## src/rtl/fixed_point_pkg.sv

```systemverilog
// Shared fixed-point definitions for the square-root / squaring datapath.
package fixed_point_pkg;

  localparam int ROOT_W     = 12;          // significant root bits (Q8.4)
  localparam int FRAC_BITS  = 4;           // fractional bits of the root
  localparam int OUT_W      = 16;          // integer square width
  localparam int ACC_W      = 2 * ROOT_W;  // full product width, never wraps
  localparam int CNT_W      = 4;           // enough to index ROOT_W bits
  localparam int ROOT_PORT_W = 16;         // root port width incl. must-be-zero bits

  // Q8.4 root as carried on the datapath; bits above ROOT_W are expected zero.
  typedef logic [ROOT_PORT_W-1:0] q8_4_root_t;

  typedef enum logic [1:0] {
    IDLE,
    CALC,
    DONE
  } sq_state_t;

endpackage

```

## src/rtl/fixed_square_step.sv

```systemverilog
// One radix-2 shift-add step: conditionally add the shifted multiplicand.
module fixed_square_step
  import fixed_point_pkg::*;
(
  input  logic [ACC_W-1:0]  acc,
  input  logic [ROOT_W-1:0] mcand,
  input  logic              mult_bit,
  input  logic [CNT_W-1:0]  count,
  output logic [ACC_W-1:0]  acc_next
);

  logic [ACC_W-1:0] partial;

  // Partial product for this bit position, added only when the multiplier bit is set.
  always_comb begin
    partial  = ACC_W'(mcand) << count;
    acc_next = mult_bit ? (acc + partial) : acc;
  end

endmodule

```

## src/rtl/fixed_square.sv

```systemverilog
// Sequential Q8.4 squaring unit: square = floor(root[11:0]^2 / 2^8), one root
// bit per clock with valid/ready on both sides.
// Optional: define FIXED_SQUARE_ROUND_EN for round-half-up (saturating) results.
module fixed_square
  import fixed_point_pkg::*;
(
  input  logic                   clk,
  input  logic                   rst_n,
  input  logic                   in_valid,
  output logic                   in_ready,
  input  logic [ROOT_PORT_W-1:0] root,
  output logic                   out_valid,
  input  logic                   out_ready,
  output logic [OUT_W-1:0]       square,
  output logic                   out_ovf
);

  sq_state_t         state_q,  state_d;
  logic [ACC_W-1:0]  acc_q,    acc_d;
  logic [ROOT_W-1:0] mcand_q,  mcand_d;
  logic [ROOT_W-1:0] mplier_q, mplier_d;
  logic [CNT_W-1:0]  count_q,  count_d;
  logic              ovf_q,    ovf_d;
  logic [OUT_W-1:0]  square_q, square_d;
  logic              out_ovf_q, out_ovf_d;

  logic [ACC_W-1:0]  step_acc;
  logic [OUT_W-1:0]  result;

  fixed_square_step u_step (
    .acc      (step_acc_in()),
    .mcand    (mcand_q),
    .mult_bit (mplier_q[count_q]),
    .count    (count_q),
    .acc_next (step_acc)
  );

  function automatic logic [ACC_W-1:0] step_acc_in();
    return acc_q;
  endfunction

`ifdef FIXED_SQUARE_ROUND_EN
  logic [ACC_W:0] rnd_sum;

  // Round half up on the final accumulator, saturating if the sum no longer fits.
  always_comb begin
    rnd_sum = {1'b0, step_acc} + (ACC_W+1)'(1 << (2*FRAC_BITS-1));
    if (|rnd_sum[ACC_W:OUT_W+2*FRAC_BITS]) result = '1;
    else                                   result = rnd_sum[OUT_W+2*FRAC_BITS-1:2*FRAC_BITS];
  end
`else
  // Truncate the final accumulator to the integer part of the square.
  always_comb begin
    result = step_acc[OUT_W+2*FRAC_BITS-1:2*FRAC_BITS];
  end
`endif

  // Next-state and datapath control for the IDLE -> CALC -> DONE sequence.
  always_comb begin
    // NOTE: every signal gets its hold value first so no path can infer a latch.
    state_d   = state_q;
    acc_d     = acc_q;
    mcand_d   = mcand_q;
    mplier_d  = mplier_q;
    count_d   = count_q;
    ovf_d     = ovf_q;
    square_d  = square_q;
    out_ovf_d = out_ovf_q;
    unique case (state_q)
      IDLE: begin
        if (in_valid) begin
          mcand_d  = root[ROOT_W-1:0];
          mplier_d = root[ROOT_W-1:0];
          acc_d    = '0;
          count_d  = '0;
          ovf_d    = |root[ROOT_PORT_W-1:ROOT_W];
          state_d  = CALC;
        end
      end
      CALC: begin
        acc_d   = step_acc;
        count_d = count_q + 1'b1;
        // Data-independent: always runs all ROOT_W steps, no early exit.
        if (count_q == CNT_W'(ROOT_W-1)) begin
          count_d   = '0;
          square_d  = result;
          out_ovf_d = ovf_q;
          state_d   = DONE;
        end
      end
      DONE: begin
        if (out_ready) state_d = IDLE;
      end
      default: state_d = IDLE;
    endcase
  end

  // State and datapath registers; reset discards any operation in flight.
  always_ff @(posedge clk or negedge rst_n) begin
    if (!rst_n) begin
      state_q   <= IDLE;
      acc_q     <= '0;
      mcand_q   <= '0;
      mplier_q  <= '0;
      count_q   <= '0;
      ovf_q     <= 1'b0;
      square_q  <= '0;
      out_ovf_q <= 1'b0;
    end else begin
      // NOTE: non-blocking updates so every register samples pre-edge values.
      state_q   <= state_d;
      acc_q     <= acc_d;
      mcand_q   <= mcand_d;
      mplier_q  <= mplier_d;
      count_q   <= count_d;
      ovf_q     <= ovf_d;
      square_q  <= square_d;
      out_ovf_q <= out_ovf_d;
    end
  end

  // Handshake outputs: ready only while idle and out of reset.
  always_comb begin
    in_ready  = (state_q == IDLE) && rst_n;
    out_valid = (state_q == DONE);
    square    = square_q;
    out_ovf   = out_ovf_q;
  end

endmodule
```

## config.mk

```make
export PLATFORM = sky130hd
export DESIGN_NAME = fixed_square
export DESIGN_NICKNAME = d
export VERILOG_FILES = /design/src/rtl/fixed_point_pkg.sv /design/src/rtl/fixed_square_step.sv /design/src/rtl/fixed_square.sv
export SDC_FILE = /design/constraint.sdc
export NUM_CORES = 1
export LEC_CHECK = 0
export ABC_AREA = 1
export CAP_MARGIN = 20
export CORE_ASPECT_RATIO = 0.7
export CORE_MARGIN = 2
export CORE_UTILIZATION = 36
export DETAILED_ROUTE_END_ITERATION = 8
export GPL_TIMING_DRIVEN = 0
export PLACE_DENSITY = 0.58
export SYNTH_ARGS = -nofsm -noshare
export SYNTH_HDL_FRONTEND = slang
export SYNTH_HIERARCHICAL = 1
export SYNTH_SLANG_ARGS = --single-unit
```

## constraint.sdc

```tcl
create_clock -name clk -period 7.22 [get_ports clk]
set_input_delay 0.722 -clock clk [delete_from_list [all_inputs] [get_ports clk]]
set_output_delay 0.722 -clock clk [all_outputs]
set_load 0.005 [all_outputs]
```

# After elaboration in Yosys (flattened, before gate mapping)
# Cells that the tools add are included.
dict set report word_totals {
  register_bits 60
  in_bits 20
  output_inout_bits 19
  wordCells 40
}
dict set report classes {
  n_lt_le_gt_ge 1
  add_sub_neg 2
  n_mux 12
  reduce_logical 9
  eq_ne 7
  shift 1
}
# op n
set ops {}
lappend ops {{$mux 24} 2}
lappend ops {{$pmux 24 s2} 1}
lappend ops {{$add 24x24->24} 1}
lappend ops {{$shl 12x4->24} 1}
lappend ops {{$mux 4} 2}
lappend ops {{$pmux 4 s2} 1}
lappend ops {{$mux 2} 3}
lappend ops {{$pmux 2 s3} 1}
lappend ops {{$reduce_and 2->1} 3}
lappend ops {{$reduce_and 3->1} 2}
lappend ops {{$lt 4x5->1 const B} 1}
lappend ops {{$add 4x1->4 const B} 1}
lappend ops {{$bmux 1 s4} 1}
lappend ops {{$eq 4x4->1 const B} 1}
lappend ops {{$ne 2x1->1 const B} 2}
lappend ops {{$ne 2x2->1 const B} 2}
lappend ops {{$reduce_or 4->1} 1}
lappend ops {{$eq 2x1->1 const B} 1}
lappend ops {{$eq 2x2->1 const B} 1}
lappend ops {{$logic_not 2->1} 1}
lappend ops {{$reduce_bool 2->1} 1}
lappend ops {{$logic_and 1x1->1} 1}
lappend ops {{$mux 1} 1}

# Logic depth before layout (Yosys ltp)
# Gate-level depths: netlist (run 1).
dict set report depth {
  depth_word 4
  depth_mapped 24
  ltp_nobuf 23
}

# Modules after synthesis
# Netlist (run 1), hierarchy kept.
# mod instances cells_each seq_area_each_um2 area_per_inst_um2
set by_module_without_submodules {}
lappend by_module_without_submodules {fixed_square_step 1 557 0.0 2696.3}
lappend by_module_without_submodules {fixed_square 1 275 1501.4 2567.5}

# Worst setup path before layout (run 1)
# No wires, ideal clock.
dict set report synth_path {
  path_kind {flip-flop to flip-flop}
  startpoint {reg count_q[0]}
  endpoint {reg acc_q[12]}
  slack_ns 4.576
  setup_ns 0.130
  path_stages_with_launch 22
  t_arrival_ns 2.514
  path_buffers 1
  required_ns 7.090
  synth_period_minus_slack_ns 2.644
  cell_sequence {dfrtp_1 inv_2 buf_6 nand2_1 nor2_1 nand2_1 nor2_1 ha_1 inv_1 fa_1 inv_1 nand3_1 nand3_1 nand2_1 nand3_1 nand2_1 nand2_1 nand2_1 nand3_1 nand2_1 inv_1 o21ai_0}
}
dict set report synth_via {
  elab_chain_cells 4
  elab_cells_between_ends 6
  cone_classes {add/sub (1); shift (1); mux (4)}
}
# item line
set synth_rtl {}
lappend synth_rtl {{start, declared} fixed_square.sv:22} ;# logic [CNT_W-1:0] count_q, count_d;
lappend synth_rtl {{start signal, assigned} fixed_square.sv:115} ;# count_q <= count_d;
lappend synth_rtl {{$shl 12x4->24 or $bmux 1 s4 (tied branches)} {fixed_square_step.sv:16, fixed_square.sv:33}}
lappend synth_rtl {{$add 24x24->24 or $mux 1 (tied branches)} {fixed_square_step.sv:17, fixed_square.sv:33}}
lappend synth_rtl {{$mux 24 (*)} fixed_square_step.sv:17} ;# acc_next = mult_bit ? (acc + partial) : acc;
lappend synth_rtl {{named net step_acc[12]} fixed_square.sv:27} ;# logic [ACC_W-1:0] step_acc;
lappend synth_rtl {{$pmux 24 s2 (*)} fixed_square.sv:69} ;# unique case (state_q)
lappend synth_rtl {{end signal, assigned} fixed_square.sv:102} ;# acc_q <= '0;
lappend synth_rtl {{end signal, assigned} fixed_square.sv:112} ;# acc_q <= acc_d;
lappend synth_rtl {{end, declared} fixed_square.sv:19} ;# logic [ACC_W-1:0] acc_q, acc_d;
# The timed path passes the listed nets; every way through them passes the cells marked *. The select of a mux whose other input is x is not followed.
# A chain may end at the register's enable or synchronous reset.

# Final worst setup path (run 1)
dict set report layout_path {
  startpoint {reg count_q[0]}
  endpoint {reg acc_q[15]}
}
# The elaborated chain is that of the path after synthesis.

==> results of run 1 <==
==> through the flow <==
stage / hold slack, ps / area (sq um) / cells / utilization, %
global route: 510 / 6160 / 1076 / 43.7
detailed placement: 462 / 5880 / 1060 / 41.7
floorplan: 426 / 5260 / 832 / -
CTS: 486 / 6160 / 1076 / 43.7
global placement: 467 / 5880 / 1060 / 41.7
finish: 443 / 6160 / 1076 / 43.7
==> cell usage in the layout (no fill, tap or decap), types with 2 or more instances in the layout <==
cell	Yosys	layout
inv_1	109	109
nand3_1	83	83
ha_1	24	24
or2_1	3	3
nor2_4	3	3
nor3_1	2	2
clkinv_2	0	2
mux2i_1	5	5
buf_6	5	5
nand2_1	321	321
clkinv_4	0	3
nor4_1	3	3
dfrtp_1	60	60
buf_2	9	9
clkdlybuf4s50_1	0	37
xor2_1	2	2
o21ai_1	13	13
clkbuf_16	0	9
o21ai_0	34	34
nor2_2	6	6
clkbuf_1	6	6
buf_4	4	5
o22ai_1	2	2
or2_2	2	2
o21ai_2	25	25
xnor2_1	6	6
nor2_1	44	44
a31oi_1	2	2
inv_2	6	6
nand2_2	12	12
nand4_1	6	6
buf_1	3	3
a21oi_1	15	15
nand3b_1	7	7
==> logic make-up after synthesis <==
logic type                 synth area share, %
AOI/OAI and AO/OA                         11.1
DFF                                       28.5
buffers and inverters                     11.5
adders and majority gates                 6.09
and+or+nand+nor                           40.5
xor gates and xnor gates                  1.33
muxes                                    0.951
==> worst paths after layout <==
path	startpoint	endpoint	cells past startpoint
worst max-delay path	count_q[0]	acc_q[15]	17
max in group asynchronous	rst_n	acc_q[7]	1
worst min-delay path	rst_n	mplier_q[9]	1
worst min register to register	ovf_q	ovf_q	2
min in group clk	ovf_q	ovf_q	2
worst max register to register	count_q[0]	acc_q[15]	17
==> sequential cells by signal (all words and copies together), names as in the netlist <==
name	flops
acc_q	24
mplier_q	12
ovf_q	1
state_q	2
count_q	4
square	16
out_ovf	1
==> layout make-up <==
type	count	area share, %
Inverter	117	7.17
Tap cell	190	3.86
Sequential cell	60	24.4
Timing Repair Buffer	38	6.14
Clock buffer	9	3.66
Multi-Input combinational cell	628	51.2
Clock inverter	7	0.853
Buffer	27	2.68
==> layer usage <==
layer,GRT usage (%),vias to the layer above
met3,4.02,9
li1,-,2721
met2,26.9,160
met4,3.47,0
met5,0,-
met1,35.5,2329
==> critical path, delay by kind of cell (launching register included) <==
family,cells,cell delay (ps)
AND/OR/NAND/NOR,7,910
buffers and inverters,3,350
multiplexers,2,450
AO/OA/AOI/OAI,4,700
adder cells (fa/ha/maj),1,420
flip-flops,1,640
==> impl_metrics.csv, run 1 <==
group,metric,value,unit
outcome,status,"finished clean",
synth,syn_inst,832,
cells_and_area,fillers,1504,
detailed_routing,wl_met3,1.22,mm
clock_tree,postCtsSetupBuffers,0,
critical_path,cp.required,7480,ps
global_route,grt_pass1_wl,25.6,mm
detailed_routing,wirelength,15.7,mm
detailed_routing,firstDrtPassIters,5,
clock_tree,cts-root-buf,"clkbuf_16",
global_route,antenna_found_initial,0,
global_route,overflow,0,
synth,syn_nets,877,
floorplan,start_util,37.3,%
synth,ys_types,40,
clock_tree,insertion_delay,340,ps
synth,yosysMostFrequentCell,"nand2_1",
cells_and_area,multi_input_comb_area,3160,sq um
placed_design,routabilityCongestion,0.954,
flow_run,maxCapViolCount,0,
synth,synth_warnings,6,
placed_design,hpwlAfterDp,12.3,mm
critical_path,endpoint_kind,"register",
timing,timing.setup.tns,0,ps
synth,avgSynthCellArea,6.33,sq um
timing,timing.fmax,281,MHz
timing,rsz0062_at_grt,"no",
cells_and_area,drive_gt1_share,10.6,%
detailed_routing,num_vias,5219,
detailed_routing,drc,0,
critical_path,cpMostUsedCell,"nand2_1",
timing,hold_viol,0,
synth,synthFlopType,"dfrtp_1",
global_route,grt_max_degree,62,
synth,yosysSeqAreaShare,28.5,%
cells_and_area,layout.nets,926,
detailed_routing,maxUsedRoutingLayer,"met4",
clock_tree,clk_pin_slew_worst_paths,60,ps
timing,period_share,49.2,%
clock_tree,numClockSinks,60,
placed_design,place_worst_setup_slack,3860,ps
critical_path,path_max_fanout,14,
detailed_routing,drt_iter0_drc,397,
timing,drv_slew,0,
timing,relSlewSlack,48.8,%
critical_path,crit_arrival,3810,ps
synth,yosys-top-cells-count,"321 x nand2_1, 109 x inv_1, 83 x nand3_1",
floorplan,fp-row-count,36,
floorplan,core-area,14100,sq um
clock_tree,htreeDepth,3,
synth,netlist_top_cells_area,"dfrtp_1 29%, nand2_1 23%, nand3_1 7.9%",
critical_path,cp_cell_sequence,"buf_6, mux2i_1, nand2_1, nand2_1, nand2_1, o21ai_0, mux2i_1, ha_1, nand2_1, inv_1, a21oi_1, nand2_1, o21ai_0, nand3_1, nand2_1, inv_1, o21ai_0",
cells_and_area,seqCellArea,1500,sq um
synth,synth_top_area_share,28.5,%
cells_and_area,syn_to_final_growth,17.0,%
timing,finalWorstSetupSlack,3670,ps
synth,synth_seq_cells,60,
global_route,grtUsageTotal,21.0,%
detailed_routing,drt-wirelength-per-cell,14.5,microns
floorplan,die_x,149,microns
clock_tree,cts_tree,"done",
timing,skew,9.02,ps
floorplan,die_h,105,microns
detailed_routing,wl_met2,5.63,mm
timing,tightestPinTransition,768,ps
detailed_routing,wl_met1,8.70,mm
synth,synth_area_leader_cell,"dfrtp_1",
detailed_routing,via_per_inst,4.85,
global_route,first_global_vias,4695,
worst_hold_path,hp-class,"in2async",
critical_path,cp-start-kind,"register",
clock_tree,cts_buffers,9,
timing,final-setup-viol-count,0,
cells_and_area,num_antenna_cells,0,
detailed_routing,ant_nets,0,
critical_path,rrSetupSlack,3670,ps
synth,synth_edf_count,0,
clock_tree,cts_hold_buf,0,
floorplan,dieArea,15600,sq um
placed_design,port_buffers,38,
clock_tree,cts_resized,0,
floorplan,pin_count,39,
timing,min_period,3550,ps
synth,synthArstFlopShare,100,%
critical_path,cp_slowest_stage_delay,640,ps
synth,synth_area,5260,sq um
critical_path,path_class,"reg2reg",
critical_path,cpMaxStageDelayCell,"dfrtp_1",
clock_tree,clk_path_buf_depth,2,
Power of run 1 is left out: the tool's default activity adds up to more than one toggle a clock period on the data nets, which glitch-free logic cannot reach.
==> inputs of run 2 (changes only) <==
- PLACE_DENSITY: 0.58 -> 0.6
- clock period: 7.22 -> 3.2 ns (I/O delays scaled with it)
==> run 2 against run 1 <==
  * Via count rose by 3.3%
  * Die area did not move
  * Critical path depth did not move
  * Final area rose by 5.3%
  * Global-route usage rose by 0.38 points
  * Wire length rose by 2.3%
  * Core utilization rose by 2.3 points
  * Critical path type unchanged
  * Largest cell class unchanged
==> impl_metrics.csv, run 2 (synthesized netlist as in run 1, its figures left out) <==
group,metric,value,unit
outcome,status,"finished clean",
cells_and_area,fin_util,46.0,%
global_route,grt_max_degree,62,
placed_design,routabilityCongestion,0.936,
global_route,grtUsageTotal,21.4,%
timing,relSlewSlack,47.4,%
timing,period_share,94.1,%
critical_path,crit_family,"simple AND/OR/NAND/NOR gates",
cells_and_area,largest_reg_flops,24,
critical_path,path_max_fanout,9,
cells_and_area,syn_to_final_growth,23.2,%
timing,final-setup-viol-count,0,
floorplan,pin_count,39,
critical_path,path_class,"reg2reg",
clock_tree,cts_hold_buf,0,
clock_tree,htreeDepth,3,
cells_and_area,final_cell_mix,"318 x nand2_1, 107 x inv_1, 76 x nand3_1",
detailed_routing,num_vias,5392,
floorplan,die_h,105,microns
cells_and_area,layout.nets,934,
clock_tree,cts_tree,"done",
timing,rsz0062_at_grt,"yes",
floorplan,core-area,14100,sq um
critical_path,cp_cell_sequence,"buf_8, mux2i_4, mux2i_1, o21ai_2, nor2_1, ha_1, nand2_2, inv_1, nand2_1, nand2_1, nand3b_1, buf_4, nand2_1, nand3_1, nand2_1, inv_1, o21ai_0",
floorplan,start_util,37.3,%
timing,hold_viol,0,
worst_hold_path,hp-class,"in2async",
global_route,antenna_found_initial,0,
critical_path,cpMostUsedCell,"nand2_1",
global_route,first_global_vias,4951,
detailed_routing,firstDrtPassIters,5,
floorplan,dieArea,15600,sq um
timing,min_period,3010,ps
placed_design,hpwlAfterDp,12.4,mm
timing,skew,18.1,ps
detailed_routing,drt_iter0_drc,454,
placed_design,port_buffers,38,
floorplan,die_x,149,microns
clock_tree,clk_path_buf_depth,2,
cells_and_area,drive_gt1_share,15.3,%
timing,timing.fmax,332,MHz
detailed_routing,via_per_inst,4.97,
critical_path,crit_arrival,3250,ps
global_route,grt_pass1_wl,26.1,mm
timing,whs,26.7,ps
detailed_routing,drt-wirelength-per-cell,14.8,microns
timing,tightestPinTransition,790,ps
global_route,overflow,0,
detailed_routing,wirelength,16.0,mm
critical_path,critPathBufInv,4,
detailed_routing,ant_nets,0,
critical_path,cpMaxStageDelayCell,"dfrtp_2",
timing,drv_slew,0,
cells_and_area,fillers,1477,
critical_path,cp_slowest_stage_delay,460,ps
cells_and_area,largest-register,"acc_q",
flow_run,maxCapViolCount,0,
clock_tree,numClockSinks,60,
clock_tree,cts-root-buf,"clkbuf_16",
detailed_routing,drc,0,
clock_tree,insertion_delay,340,ps
critical_path,cp.required,3440,ps
critical_path,cp-start-kind,"register",
cells_and_area,num_antenna_cells,0,
clock_tree,cts_buffers,9,
critical_path,endpoint_kind,"register",
floorplan,fp-row-count,36,
cells_and_area,final_common_cell,"nand2_1",
clock_tree,clk_pin_slew_worst_paths,70,ps
[run 2: layer usage]
layer	GRT usage (%)	share of wire [%]	vias to the layer above
li1	-	-	2745
met1	35.4	55	2467
met2	27.9	36	162
met3	3.84	7.2	18
met4	4.56	1.6	0
met5	0	0	-
[run 2: final timing paths]
check | from | endpoint | slack, ps | depth (start not counted)
min in group clk | out_ovf | out_ovf | 480 | 2
worst min register to register | out_ovf | out_ovf | 480 | 2
worst min-delay path | rst_n | acc_q[4] | 30 | 1
worst max-delay path | count_q[0] | acc_q[9] | 190 | 17
max in group asynchronous | rst_n | count_q[1] | 2540 | 1
worst max register to register | count_q[0] | acc_q[9] | 190 | 17
[run 2: metrics by stage]
| stage | setup slack (ps) | cell area, sq um | setup TNS, ps | cells |
|---|---|---|---|---|
| 2_1_floorplan | 556 | 5260 | 0 | 832 |
| 3_3_place_gp | -799 | 5880 | -17750 | 1060 |
| 3_5_place_dp | -159 | 5880 | -986 | 1060 |
| 4_1_cts | 29.6 | 6280 | 0 | 1078 |
| 5_1_grt | -7.53 | 6480 | -7.53 | 1084 |
| 6_report | 188 | 6480 | 0 | 1084 |
[run 2: layout make-up]
cell class,count,area (sq um),share of cell area (%)
clock buffers,9,225,3.47
repair buffers,47,445,6.87
flip-flops and latches,60,1510,23.3
clock inverters,7,125,1.93
multi-input cells,628,3310,51.1
inverters,117,452,6.97
well taps,190,238,3.67
plain buffers,26,180,2.78
[run 2: repair_timing]
action	4_1_cts	5_1_grt
setup buffers	2	7
pin swaps	0	11
endpoints found under the setup margin	19	32
gates resized for setup	12	46
Power of run 2 is left out for the same reason.
